[config.mk]
export PLATFORM = sky130hd
export DESIGN_NAME = imem_arbiter_flat
export DESIGN_NICKNAME = d
export VERILOG_FILES = /design/src/rtl/imem_arbiter_pkg.sv /design/src/rtl/imem_arbiter_if.sv /design/src/rtl/imem_arbiter.sv /design/src/flat_wrapper.sv
export SDC_FILE = /design/constraint.sdc
export NUM_CORES = 1
export LEC_CHECK = 0
export CAP_MARGIN = 20
export CORE_MARGIN = 5
export CORE_UTILIZATION = 45
export CTS_BUF_LIST = sky130_fd_sc_hd__clkbuf_8
export CTS_CLUSTER_SIZE = 12
export DETAILED_ROUTE_END_ITERATION = 10
export GPL_TIMING_DRIVEN = 0
export PLACE_DENSITY_LB_ADDON = 0.12
export SYNTH_ARGS = -nofsm -noshare
export SYNTH_HDL_FRONTEND = slang
export SYNTH_SLANG_ARGS = --single-unit
export TNS_END_PERCENT = 20
[constraint.sdc]
create_clock -name clk_i -period 4.3 [get_ports clk_i]
set_clock_uncertainty 0.1 [all_clocks]
set_input_delay 0.645 -clock clk_i [delete_from_list [all_inputs] [get_ports clk_i]]
set_output_delay 0.645 -clock clk_i [all_outputs]
set_load 0.02 [all_outputs]
[src/rtl/imem_arbiter_pkg.sv]
// Shared types for the imem arbiter / boot sequencer.
// Datapath width and the boot/run state encoding.
package imem_arbiter_pkg;

  localparam int XLEN = 32;

  typedef enum logic [1:0] {
    ST_BOOT,
    ST_DRAIN,
    ST_RUN
  } imem_arb_state_e;

endpackage

[src/rtl/imem_arbiter_if.sv]
// Loader write-request channel into the imem arbiter.
// Valid/ready handshake carrying one halfword per transfer.
interface imem_arbiter_if;
  import imem_arbiter_pkg::*;

  logic            ld_valid;
  logic            ld_ready;
  logic [XLEN-1:0] ld_addr;
  logic [15:0]     ld_data;
  logic            ld_last;

  modport master (
    output ld_valid,
    output ld_addr,
    output ld_data,
    output ld_last,
    input  ld_ready
  );

  modport slave (
    input  ld_valid,
    input  ld_addr,
    input  ld_data,
    input  ld_last,
    output ld_ready
  );

endinterface

[src/rtl/imem_arbiter.sv]
// Boot sequencer and fetch/loader arbiter for the imem write port.
// Fetch has priority; a loader waiting too long is force-granted.
module imem_arbiter
  import imem_arbiter_pkg::*;
#(
  parameter int              MEM_HWORDS   = 8192,
  parameter logic [XLEN-1:0] BOOT_PC      = 32'h8000_0000,
  parameter int              STARVE_LIMIT = 8
) (
  input  logic                          clk_i,
  input  logic                          rstn_i,
  imem_arbiter_if.slave                 ld,
  input  logic [XLEN-1:0]               fetch_pc_i,
  input  logic                          fetch_stall_i,
  output logic                          mem_we_o,
  output logic [$clog2(MEM_HWORDS)-1:0] mem_waddr_o,
  output logic [15:0]                   mem_wdata_o,
  output logic                          fetch_hold_o,
  output logic                          fetch_flush_o,
  output logic [XLEN-1:0]               fetch_redirect_pc_o,
  output logic                          boot_done_o
);

  localparam int AW = $clog2(MEM_HWORDS);
  localparam int CW = $clog2(STARVE_LIMIT + 1);
  localparam logic [CW-1:0] LIM = CW'(STARVE_LIMIT);

  imem_arb_state_e r_state;
  imem_arb_state_e w_state_nxt;

  logic            r_first;
  logic [CW-1:0]   r_starve;
  logic [CW-1:0]   w_starve_nxt;
  logic            r_we;
  logic [AW-1:0]   r_waddr;
  logic [15:0]     r_wdata;
  logic            r_hit;
  logic [XLEN-1:0] r_redir;

  logic            w_ready;
  logic            w_hs;
  logic            w_hit;
  logic [AW-1:0]   w_widx;
  logic [AW-1:0]   w_pidx;
  logic [AW-1:0]   w_pidx2;
  logic            w_unused;

  // Upper address bits wrap silently; bit 0 is a byte offset.
  assign w_widx   = ld.ld_addr[AW:1];
  assign w_pidx   = fetch_pc_i[AW:1];
  assign w_pidx2  = w_pidx + AW'(1);
  assign w_unused = ^{ld.ld_addr[XLEN-1:AW+1], ld.ld_addr[0],
                      fetch_pc_i[XLEN-1:AW+1], fetch_pc_i[0]};

  always_comb begin
    w_state_nxt  = r_state;
    w_ready      = 1'b0;
    w_starve_nxt = '0;
    unique case (r_state)
      ST_BOOT: begin
        w_ready = 1'b1;
        if (ld.ld_valid && ld.ld_last) w_state_nxt = ST_DRAIN;
      end
      ST_DRAIN: begin
        w_state_nxt = ST_RUN;
      end
      ST_RUN: begin
        w_ready = !r_first && (fetch_stall_i || (r_starve == LIM));
        if (ld.ld_valid && !w_ready)
          w_starve_nxt = (r_starve == LIM) ? r_starve : r_starve + CW'(1);
      end
      default: begin
        w_state_nxt = ST_BOOT;
      end
    endcase
  end

  assign ld.ld_ready = w_ready & rstn_i;
  assign w_hs        = ld.ld_valid & w_ready;
  assign w_hit       = (r_state == ST_RUN) & w_hs &
                       ((w_widx == w_pidx) | (w_widx == w_pidx2));

  always_ff @(posedge clk_i or negedge rstn_i) begin
    if (!rstn_i) r_state <= ST_BOOT;
    else         r_state <= w_state_nxt;
  end

  always_ff @(posedge clk_i or negedge rstn_i) begin
    if (!rstn_i) begin
      r_first  <= 1'b0;
      r_starve <= '0;
      r_we     <= 1'b0;
      r_waddr  <= '0;
      r_wdata  <= '0;
      r_hit    <= 1'b0;
      r_redir  <= BOOT_PC;
    end else begin
      r_first  <= (r_state == ST_DRAIN);
      r_starve <= w_starve_nxt;
      r_we     <= w_hs;
      if (w_hs) begin
        r_waddr <= w_widx;
        r_wdata <= ld.ld_data;
      end
      r_hit <= w_hit;
      if (r_state == ST_DRAIN) r_redir <= BOOT_PC;
      else if (w_hit)          r_redir <= fetch_pc_i;
    end
  end

  assign mem_we_o            = r_we;
  assign mem_waddr_o         = r_waddr;
  assign mem_wdata_o         = r_wdata;
  // Hold during boot, and on every RUN write cycle.
  assign fetch_hold_o        = (r_state != ST_RUN) | r_we;
  assign fetch_flush_o       = r_first | r_hit;
  assign fetch_redirect_pc_o = r_redir;
  assign boot_done_o         = (r_state == ST_RUN);

endmodule

[src/flat_wrapper.sv]
// flat-port wrapper written by rule: the top's interface ports become plain ports
module imem_arbiter_flat import imem_arbiter_pkg::*;
#(
  parameter int              MEM_HWORDS   = 8192,
  parameter logic [XLEN-1:0] BOOT_PC      = 32'h8000_0000,
  parameter int              STARVE_LIMIT = 8
)
  (clk_i, rstn_i, fetch_pc_i, fetch_stall_i, mem_we_o, mem_waddr_o, mem_wdata_o, fetch_hold_o, fetch_flush_o, fetch_redirect_pc_o, boot_done_o, ld_ld_valid, ld_ld_addr, ld_ld_data, ld_ld_last, ld_ld_ready);
  imem_arbiter_if ld_i ();
  input  logic clk_i;
  input  logic rstn_i;
  input  logic [XLEN-1:0] fetch_pc_i;
  input  logic fetch_stall_i;
  output logic mem_we_o;
  output logic [$clog2(MEM_HWORDS)-1:0] mem_waddr_o;
  output logic [15:0] mem_wdata_o;
  output logic fetch_hold_o;
  output logic fetch_flush_o;
  output logic [XLEN-1:0] fetch_redirect_pc_o;
  output logic boot_done_o;
  input wire logic [$bits(ld_i.ld_valid)-1:0] ld_ld_valid;
  input wire logic [$bits(ld_i.ld_addr)-1:0] ld_ld_addr;
  input wire logic [$bits(ld_i.ld_data)-1:0] ld_ld_data;
  input wire logic [$bits(ld_i.ld_last)-1:0] ld_ld_last;
  output wire logic [$bits(ld_i.ld_ready)-1:0] ld_ld_ready;
  assign ld_i.ld_valid = ld_ld_valid;
  assign ld_i.ld_addr = ld_ld_addr;
  assign ld_i.ld_data = ld_ld_data;
  assign ld_i.ld_last = ld_ld_last;
  assign ld_ld_ready = ld_i.ld_ready;
  imem_arbiter #(.MEM_HWORDS(MEM_HWORDS), .BOOT_PC(BOOT_PC), .STARVE_LIMIT(STARVE_LIMIT)) u_core (.clk_i(clk_i), .rstn_i(rstn_i), .ld(ld_i), .fetch_pc_i(fetch_pc_i), .fetch_stall_i(fetch_stall_i), .mem_we_o(mem_we_o), .mem_waddr_o(mem_waddr_o), .mem_wdata_o(mem_wdata_o), .fetch_hold_o(fetch_hold_o), .fetch_flush_o(fetch_flush_o), .fetch_redirect_pc_o(fetch_redirect_pc_o), .boot_done_o(boot_done_o));
endmodule
==> out/qor.yml <==
netlist_instances: 311
crit_type: "input port to register"
gr-total-overflow: 0
setup-violations-final: 0
num_vias: 2757
portBuffers: 129
power.density_nw_per_um2: 451
place_congestion: 0.864
antenna_found_initial: 0
syn_area_per_cell_um2: 11.1
grt_pass1_vias: 2897
rows: 31
synthArstFlopShare_pct: 100
yosysSeqAreaShare_pct: 50.9
worstSetupStartpointType: "input port"
synth_edf_count: 0
clockBufferDepth: 2
yosys_register_bits: 70
cp_top_family: "compound AO/OA/AOI/OAI gates"
wire_per_inst_um: 15.3
start_util_pct: 46.7
clk_pin_slew_ns: 0.08
ctsResizeCount: 0
synth_nets: 399
drt_iter0_markers: 61
core_area_um2: 7370
yosysWarnings: 0
rsz0062_at_grt: "no"
worstPathMaxFanout: 10
cpPeakStageDelay_ns: 0.62
cts.sinks: 70
fin_util_pct: 68.7
cts-root-buf: "clkbuf_8"
antenna_cells: 0
ant_nets: 0
slew_violations: 0
fmax_mhz: 308
setup.worst_path.end_class: "register"
synth_compound_area_share_pct: 5.20
grt_max_degree: 72
fillCellCount: 601
syn-cell-area_um2: 3440
drc: 0
p_leak_nw: 2.40
syn2layout_area_growth_pct: 47.1
muxShareOfSynthArea_pct: 19.2
final_nets: 539
grt_usage_pct: 18.4
ys.flop_type: "dfrtp_1"
synth-simple-area-share_pct: 13.4
hp-class: "input port to asynchronous set/reset pin"
dp_hpwl_um: 6560
grt_pass1_wl_um: 14000
synth_cell_types: 45
drt_wl_total_um: 8510
crit_required_ns: 4.42
cts_buffers: 9
cp_num_buf_inv: 2
post_cts_buffers: 0
drive_gt1_share_pct: 12.7
slew_headroom_pct: 40.4
io_pins: 151
dp_cells: 539
die-area_um2: 9500
fin_crit_sh_pct: 75.5
synthXorXnorAreaFrac_pct: 4.33
tightest_slew_ns: 0.894
hold_violations: 0
vdd_drop_max_v: 0.000272
htreeDepth: 3
fp.dieW_um: 97.5
drt_first_pass_iters: 4
cp.arrival_ns: 3.37
vias_per_cell: 4.97
clk_latency_ns: 0.34
synth_top_family_by_area: "multiplexers"
synth_fa_ha_area_share_pct: 1.09
stdcell_count: 555
cts_hold_buf: 0
hold_slack_ns: 0.316
cp_cell_sequence: "clkdlybuf4s50_1, ha_1, nand4_1, nor4_1, a21oi_1, o311ai_1, a41oi_4, buf_6, mux2i_1"
dieHeight_um: 97.5
cts_tree: "built"
total_power_w: 0.00228
outcome: "complete, no violations"
drv_cap: 0
critical_path.slowest_cell: "clkdlybuf4s50_1"
period_minus_slack_ns: 3.25
==> cell usage after synthesis, types with 3 or more instances <==
library cell	instances	share of area [%]
a21oi_1	6	0.87
buf_6	3	0.98
clkbuf_1	7	0.76
dfrtp_1	69	50
ha_1	3	1.1
inv_1	35	3.8
mux2_2	30	9.8
mux2i_1	31	9.0
nand2_1	38	4.1
nand2b_1	9	1.6
nand3_1	6	0.87
nand4_1	3	0.55
nor2_1	8	0.87
nor4_1	3	0.55
o211ai_1	3	0.65
xnor2_1	5	1.3
xor2_1	12	3.1
==> cells in the final DEF (no fill, tap or decap), types with 3 or more instances in the layout <==
cell             instances
ha_1                     3
mux2_2                  30
o211ai_1                 3
a21oi_1                  6
nor2_1                   8
nand2_1                 38
nand2b_1                 9
clkdlybuf4s50_1        128
clkbuf_8                11
clkbuf_1                 7
nand3_1                  6
nor4_1                   3
nand4_1                  3
mux2i_1                 31
buf_6                    3
dfrtp_1                 69
xor2_1                  12
xnor2_1                  5
inv_1                   35
==> power breakdown <==
part	leakage, nW	internal [W]	switching, W	total, W
Combinational	1.39	0.000439	0.000413	0.000852
Sequential	0.901	0.000800	0.0000748	0.000875
Clock	0.106	0.000300	0.000255	0.000554
==> logic make-up (layout without fill, tap and decap cells) <==
| logic type | Yosys count | count (layout) |
|---|---|---|
| and+or+nand+nor | 89 | 89 |
| DFF | 70 | 70 |
| muxes | 62 | 62 |
| buffers and inverters | 47 | 192 |
| AOI/OAI and AO/OA | 23 | 23 |
| xor gates and xnor gates | 17 | 17 |
| adders and majority gates | 3 | 3 |
==> per-layer routing <==
layer | up-vias | global-route usage [%] | share of wire (%)
met4 | 0 | 8.31 | 2.4
met5 | - | 0 | 0
met2 | 91 | 30.7 | 49
li1 | 1335 | - | -
met1 | 1313 | 21.2 | 41
met3 | 18 | 6.32 | 8.0
==> sequential cells by signal (all words and copies together) (netlist names) <==
| name | flops |
|---|---|
| u_core.r_starve | 4 |
| u_core.mem_waddr_o | 13 |
| u_core.mem_we_o | 1 |
| u_core.r_hit | 1 |
| u_core.fetch_redirect_pc_o | 32 |
| u_core.r_first | 1 |
| u_core.r_state | 2 |
| u_core.mem_wdata_o | 16 |
==> layout make-up <==
type                       instances  area, um2  area share, %
sequential                        70       1750           34.6
multi-input combinational        194       1490           29.4
timing repair buffer             129       1290           25.5
clock buffer                      11        151           2.99
inverter                          35        131           2.60
tap                               99        124           2.45
buffer                            12       70.1           1.38
clock inverter                     5       56.3           1.11
==> worst register-to-register path: cells and delay by family, from the launching register on <==
family	cells	cell delay, ns
buf+inv	2	0.57
compound gates	2	0.45
flops	1	0.40
mux	1	0.40
simple gates	1	0.25
fa+ha+maj	1	0.17
==> stage by stage <==
step | worst slack (ns) | area, um2 | TNS, ns
floorplan | 1.69 | 3440 | 0
global placement | -0.934 | 4860 | -0.934
detailed placement | 0.748 | 4850 | 0
CTS | 1.08 | 5060 | 0
global route | 0.863 | 5060 | 0
finish | 1.05 | 5060 | 0
==> path summary, 6_finish.rpt <==
check,start,to,slack (ns),depth (start not counted)
worst min register to register,u_core.mem_waddr_o[10],u_core.mem_waddr_o[10],0.41,1
min in group clk_i,u_core.mem_waddr_o[10],u_core.mem_waddr_o[10],0.41,1
worst max register to register,u_core.r_starve[0],u_core.mem_wdata_o[10],1.86,7
max in group asynchronous,rstn_i,u_core.fetch_redirect_pc_o[9],3.19,1
worst min-delay path,rstn_i,u_core.mem_wdata_o[0],0.32,1
worst max-delay path,fetch_pc_i[2],u_core.fetch_redirect_pc_o[29],1.05,9
Power figures use the tool's default switching activity.
